--- src/rtl/uib_arbiter_pkg.sv ---
// Shared bus package for the uib arbiter: default parameter constants and
// FSM state encoding used by uib_arbiter and uib_rr_pick.
package uib_arbiter_pkg;

  // Default build-time sizes for the uib bus-master port
  localparam int UIB_MASTER_SIZE = 2;
  localparam int UIB_XLEN        = 32;
  localparam int UIB_SLAVE_WIDTH = 4;
  localparam int UIB_TIMEOUT     = 255;

  // Arbiter FSM state encoding
  typedef logic [1:0] arb_state_t;
  localparam arb_state_t ST_IDLE = 2'd0;
  localparam arb_state_t ST_BUSY = 2'd1;
  localparam arb_state_t ST_DONE = 2'd2;

  // Index width for a master number; at least one bit even for tiny configs
  function automatic int idx_w(input int n);
    return (n > 1) ? $clog2(n) : 1;
  endfunction

endpackage

--- src/rtl/uib_arbiter_rr_pick.sv ---
// Round-robin picker: first requester strictly after `last`, wrapping.
// Purely combinational; output is one-hot, or zero when nothing requests.
module uib_rr_pick
  import uib_arbiter_pkg::*;
#(
  parameter int N   = UIB_MASTER_SIZE,
  parameter int LGW = idx_w(N)
)(
  input  logic [N-1:0]   req,
  input  logic [LGW-1:0] last,
  output logic [N-1:0]   pick
);

  // Walk last+1 .. last+N (mod N) and take the first active request
  always_comb begin
    logic           found;
    logic [LGW-1:0] sel;
    pick  = '0;
    found = 1'b0;
    for (int k = 1; k <= N; k++) begin
      sel = LGW'((int'(last) + k) % N);
      if (!found && req[sel]) begin
        pick[sel] = 1'b1;
        found     = 1'b1;
      end
    end
  end

endmodule

--- src/rtl/uib_arbiter.sv ---
// uib_arbiter: shares one uib bus-master port between MASTER_SIZE masters.
// IDLE -> BUSY (owner drives the bus) -> DONE (one dead cycle) -> IDLE.
// Optional watchdog enabled by defining UIB_ARB_TIMEOUT_EN: a stalled
// transaction is aborted with m_err=1 after TIMEOUT cycles without bus_ready.
module uib_arbiter
  import uib_arbiter_pkg::*;
#(
  parameter int MASTER_SIZE = UIB_MASTER_SIZE,
  parameter int XLEN        = UIB_XLEN,
  parameter int SLAVE_WIDTH = UIB_SLAVE_WIDTH,
  parameter int TIMEOUT     = UIB_TIMEOUT
)(
  input  logic                                              clk,
  input  logic                                              rst,
  input  logic [MASTER_SIZE-1:0]                            m_req,
  input  logic [MASTER_SIZE-1:0]                            m_wen,
  input  logic [MASTER_SIZE-1:0][XLEN-SLAVE_WIDTH-1:0]      m_addr,
  input  logic [MASTER_SIZE-1:0][SLAVE_WIDTH-1:0]           m_num,
  input  logic [MASTER_SIZE-1:0][2:0]                       m_mode,
  input  logic [MASTER_SIZE-1:0][XLEN-1:0]                  m_dat_o,
  output logic [MASTER_SIZE-1:0]                            m_ready,
  output logic                                              m_err,
  output logic [XLEN-1:0]                                   m_dat_i,
  output logic                                              bus_req,
  output logic                                              bus_wen,
  output logic [XLEN-SLAVE_WIDTH-1:0]                       bus_addr,
  output logic [SLAVE_WIDTH-1:0]                            bus_num,
  output logic [2:0]                                        bus_mode,
  output logic [XLEN-1:0]                                   bus_dat_o,
  input  logic                                              bus_ready,
  input  logic [XLEN-1:0]                                   bus_dat_i,
  output logic [MASTER_SIZE-1:0]                            grant
);

  localparam int LGW = idx_w(MASTER_SIZE);

  arb_state_t             state;
  logic [MASTER_SIZE-1:0] grant_q;
  logic [MASTER_SIZE-1:0] pick;
  logic [LGW-1:0]         last_grant;
  logic [LGW-1:0]         grant_idx;
  logic                   busy;
  logic                   wdog_hit;
  logic                   done;

  uib_rr_pick #(.N(MASTER_SIZE), .LGW(LGW)) u_pick (
    .req  (m_req),
    .last (last_grant),
    .pick (pick)
  );

  assign busy = (state == ST_BUSY);

`ifdef UIB_ARB_TIMEOUT_EN
  localparam logic [7:0] TO_LIM = 8'(TIMEOUT);
  logic [7:0] wdog;

  // Watchdog: zero while idle so it starts at 0 on BUSY entry, counts stalls
  always_ff @(posedge clk) begin
    if (!rst)                                       wdog <= '0;
    else if (state == ST_IDLE)                      wdog <= '0;
    else if (busy && !bus_ready && wdog != TO_LIM)  wdog <= wdog + 8'd1;
  end

  // A real completion in the same cycle wins over the abort
  assign wdog_hit = busy && !bus_ready && (wdog == TO_LIM);
`else
  assign wdog_hit = 1'b0;
`endif

  assign done    = busy && (bus_ready || wdog_hit);
  assign bus_req = busy;
  assign grant   = grant_q;
  assign m_ready = done ? grant_q : '0;
  assign m_err   = wdog_hit;
  assign m_dat_i = (busy && bus_ready) ? bus_dat_i : '0;

  // Bus field mux from the registered grant; all zero outside BUSY
  always_comb begin
    bus_wen   = 1'b0;
    bus_addr  = '0;
    bus_num   = '0;
    bus_mode  = '0;
    bus_dat_o = '0;
    grant_idx = '0;
    for (int i = 0; i < MASTER_SIZE; i++) begin
      if (grant_q[i]) grant_idx = LGW'(i);
      if (busy && grant_q[i]) begin
        bus_wen   = m_wen[i];
        bus_addr  = m_addr[i];
        bus_num   = m_num[i];
        bus_mode  = m_mode[i];
        bus_dat_o = m_dat_o[i];
      end
    end
  end

  // Arbitration FSM; last_grant resets to the top master so master 0 wins first
  always_ff @(posedge clk) begin
    if (!rst) begin
      state      <= ST_IDLE;
      grant_q    <= '0;
      last_grant <= LGW'(MASTER_SIZE - 1);
    end else begin
      case (state)
        ST_IDLE: if (|m_req) begin
          grant_q <= pick;
          state   <= ST_BUSY;
        end
        ST_BUSY: if (done) begin
          last_grant <= grant_idx;
          grant_q    <= '0;
          state      <= ST_DONE;
        end
        ST_DONE: state <= ST_IDLE;
        default: begin
          grant_q <= '0;
          state   <= ST_IDLE;
        end
      endcase
    end
  end

endmodule

--- config.mk ---
export PLATFORM = sky130hd
export DESIGN_NAME = uib_arbiter
export DESIGN_NICKNAME = d
export VERILOG_FILES = /design/src/rtl/uib_arbiter_pkg.sv /design/src/rtl/uib_arbiter_rr_pick.sv /design/src/rtl/uib_arbiter.sv
export SDC_FILE = /design/constraint.sdc
export NUM_CORES = 1
export LEC_CHECK = 0
export ABC_AREA = 1
export CAP_MARGIN = 20
export CORE_AREA = 2 2 110 112
export CTS_BUF_LIST = sky130_fd_sc_hd__clkbuf_8
export DETAILED_ROUTE_END_ITERATION = 8
export DIE_AREA = 0 0 112 114
export SLEW_MARGIN = 10
export SYNTH_ARGS = -nofsm -noshare
export SYNTH_HDL_FRONTEND = slang
export SYNTH_HIERARCHICAL = 1
export SYNTH_SLANG_ARGS = --single-unit
--- constraint.sdc ---
create_clock -name clk -period 3 [get_ports clk]
set_input_delay 0.6 -clock clk [delete_from_list [all_inputs] [get_ports clk]]
set_output_delay 0.6 -clock clk [all_outputs]
set_load 0.1 [all_outputs]
==> qor.txt <==
Outcome: completed
Placed wire-length estimate: 8170 µm
Critical path type: primary input to primary output
Count of final max-slew check failures: 0
Count of endpoints failing setup in the final report: 0
Final Hold Violating Endpoints: 0
CP delay by family, top: buffers and inverters
Reported max-cap violation count: 0
Area of the die: 0.0128 mm²
Critical Path Fanout Max: 34
Count of nets left with antenna violations after detail routing: 0
Area growth from synthesis to final layout: 267%
Placeable core region: 0.0117 mm²
Post-synthesis sequential area ratio: 0.0658
Via density: 4.15
Largest cells by area after synthesis: sky130_fd_sc_hd__nand2_1, sky130_fd_sc_hd__o21ai_0, sky130_fd_sc_hd__inv_1
Number of buffers inserted by port buffering: 277
Net count of the finished layout: 768
WP data required: 2.40 ns
Worst min-delay path category: flop to flop
Crit-path max cell delay: 0.53 ns
Worst setup EP type: primary output
Total power divided by cell area: 222 mW/mm²
Drt initial violations: 144
Number of search-and-repair iterations in the first detailed-routing pass: 4
Width of the chip: 112 µm
Effective utilization at floorplan: 0.130
F_max: 419 MHz
Post-Synthesis Cells: 333
Number of buffers added by the clock tree synthesis step: 3
Most frequent cell on the critical path: sky130_fd_sc_hd__buf_12
Post-cts gate resize count: 0
Arrival time reported for the critical path endpoint: 1.79 ns
Pin count of the biggest net entering global routing: 69
Global-route wire length before repair: 15,700 µm
Number of global-route vias before repair: 3,159
Total wire length after detailed routing: 9830 µm
Cells along the critical path: clkdlybuf4s50_1 > nand2_2 > buf_12 > nor2_2 > buf_12
Clock transition at the registers of the reported paths: 0.03 ns
Post-synth EDFFs: 0
Vert. Die Dim: 114 µm
Total number of placement rows: 40
Utilization of the core after routing: 0.476
Main synth FF type: sky130_fd_sc_hd__dfxtp_1
Setup Fix Bufs, Post-CTS: 0
Final setup skew: 0.00228 ns
Post-synth ARST share: 0
Count of vias placed by the detailed router: 3,074
Number of clock sinks seen by CTS: 5
GP Congestion: 0.800
Htree depth: 1
Total power after layout: 1240 µW
Worst IR drop on VDD: 0.000164 V
Final period demand of the worst path: 2.39 ns
Top cell type by total area after synthesis: sky130_fd_sc_hd__nand2_1
Total of fill cells in the finished design: 1,124
Summed instance area of the synthesized netlist: 0.00152 mm²
Synth warnings: 6
Fraction of final layout cells with drive strength greater than 1: 0.281
Remaining global-route overflow: 0
Number of diodes: 0
Buffers from clock root to sink, at most: 2
Post-synthesis sequential element count: 5
Critical path's slowest cell: sky130_fd_sc_hd__clkdlybuf4s50_1
Clock tree from TritonCTS: done
Routed length per placed instance: 13.3 µm
Critical path buffers and inverters: 3
Fraction of the cycle the final worst path needs: 0.796
DRC errors left: 0
Initial antenna violation count: 0
Library cell with the highest instance count after synthesis: sky130_fd_sc_hd__nand2_1
Total leakage power: 0.00239 µW
Number of distinct standard cells referenced by the synthesized netlist: 18
Worst Setup Start Kind: primary input
Mean cell area of the mapped netlist: 4.57 µm²
Mapped Nets: 506
Top cells by count, synth: sky130_fd_sc_hd__nand2_1, sky130_fd_sc_hd__o21ai_0, sky130_fd_sc_hd__inv_1, sky130_fd_sc_hd__nor2_1, sky130_fd_sc_hd__clkbuf_1
Clock Tree Root: sky130_fd_sc_hd__clkbuf_8
Clock latency reported for the late side of the worst-skew pair: 0.22 ns
Total routing resource utilization after global routing: 0.147
Setup repair after global routing missed its margin: no
Yosys top cell area share: 0.358
Post-CTS Hold Buffers: 0
Number of placed I/O pins: 279
worst min-delay path, stage by stage, from the launching register on:
cell and delay, ns:
sky130_fd_sc_hd__dfxtp_1 0.31, sky130_fd_sc_hd__nand2_1 0.06, sky130_fd_sc_hd__nand3_1 0.06
per-stage QoR:
step | setup WS (ns) | setup TNS, ns | cell area [µm²] | std cells | hold WS, ns
floorplan | -0.351 | -19.02 | 1620 | 333 | 0.464
global placement | 0.650 | 0 | 5530 | 737 | 0.480
detailed placement | 0.626 | 0 | 5530 | 737 | 0.491
CTS | 0.601 | 0 | 5580 | 741 | 0.498
global route | 0.478 | 0 | 5580 | 741 | 0.534
finish | 0.611 | 0 | 5580 | 741 | 0.493
path summary, 6_finish.rpt:
kind              slack, ns          end  depth (start not counted)       start
hold / removal         0.49   last_grant                          2  last_grant
setup / recovery       0.61  m_dat_i[25]                          5   bus_ready
hold reg to reg        0.49   last_grant                          2  last_grant
setup reg to reg       1.82   last_grant                          5    state[0]
cells in the final DEF, fill, tap and decap left out:
cell type | Yosys | final
sky130_fd_sc_hd__a21oi_1 | 4 | 4
sky130_fd_sc_hd__clkbuf_8 | 0 | 3
sky130_fd_sc_hd__nand2_2 | 1 | 2
sky130_fd_sc_hd__nor2_1 | 35 | 2
sky130_fd_sc_hd__conb_1 | 1 | 1
sky130_fd_sc_hd__dfxtp_1 | 5 | 5
sky130_fd_sc_hd__nor2_4 | 1 | 1
sky130_fd_sc_hd__nor3_4 | 1 | 1
sky130_fd_sc_hd__o21ai_2 | 9 | 14
sky130_fd_sc_hd__inv_2 | 2 | 2
sky130_fd_sc_hd__inv_1 | 38 | 39
sky130_fd_sc_hd__o21ai_1 | 1 | 54
sky130_fd_sc_hd__nand2_1 | 145 | 144
sky130_fd_sc_hd__clkdlybuf4s50_1 | 0 | 172
sky130_fd_sc_hd__nand3_1 | 5 | 5
sky130_fd_sc_hd__buf_12 | 0 | 104
sky130_fd_sc_hd__o21ai_0 | 59 | 1
sky130_fd_sc_hd__buf_4 | 5 | 7
sky130_fd_sc_hd__nor2_2 | 0 | 33
routing by layer:
layer	vias up	part of all wire	track usage	wire length, µm
li1	1535	-	-	-
met3	10	0.10	0.0388	1030
met2	182	0.52	0.279	5140
met1	1347	0.36	0.169	3560
met4	0	0.0095	0.0220	93
met5	-	0	0	0
final cells by class:
class                      count  area (µm²)  share of cell area
multi-input combinational    262        1240               0.223
clock buffer                   3        41.3             0.00740
clock inverter                 1        3.75            0.000673
timing repair buffer         283        3860               0.691
sequential                     5         100              0.0179
inverter                      40         150              0.0269
tap                          147         184              0.0330
kinds of logic after synthesis:
logic type | share of synthesized area
buffers and inverters | 0.187
AOI/OAI and AO/OA | 0.262
DFF | 0.0658
other | 0.00246
and+or+nand+nor | 0.483
registers in the layout (all words and copies together), names as in the netlist:
signal / count
grant: 2
state: 2
last_grant: 1
power by group:
| part | switching, µW | internal (µW) | leakage [µW] |
|---|---|---|---|
| clock | 32.2 | 87.6 | 0.0000269 |
| combinational | 603 | 438 | 0.00232 |
| sequential | 5.08 | 72.1 | 0.0000412 |
(Power assumes the default switching activity.)
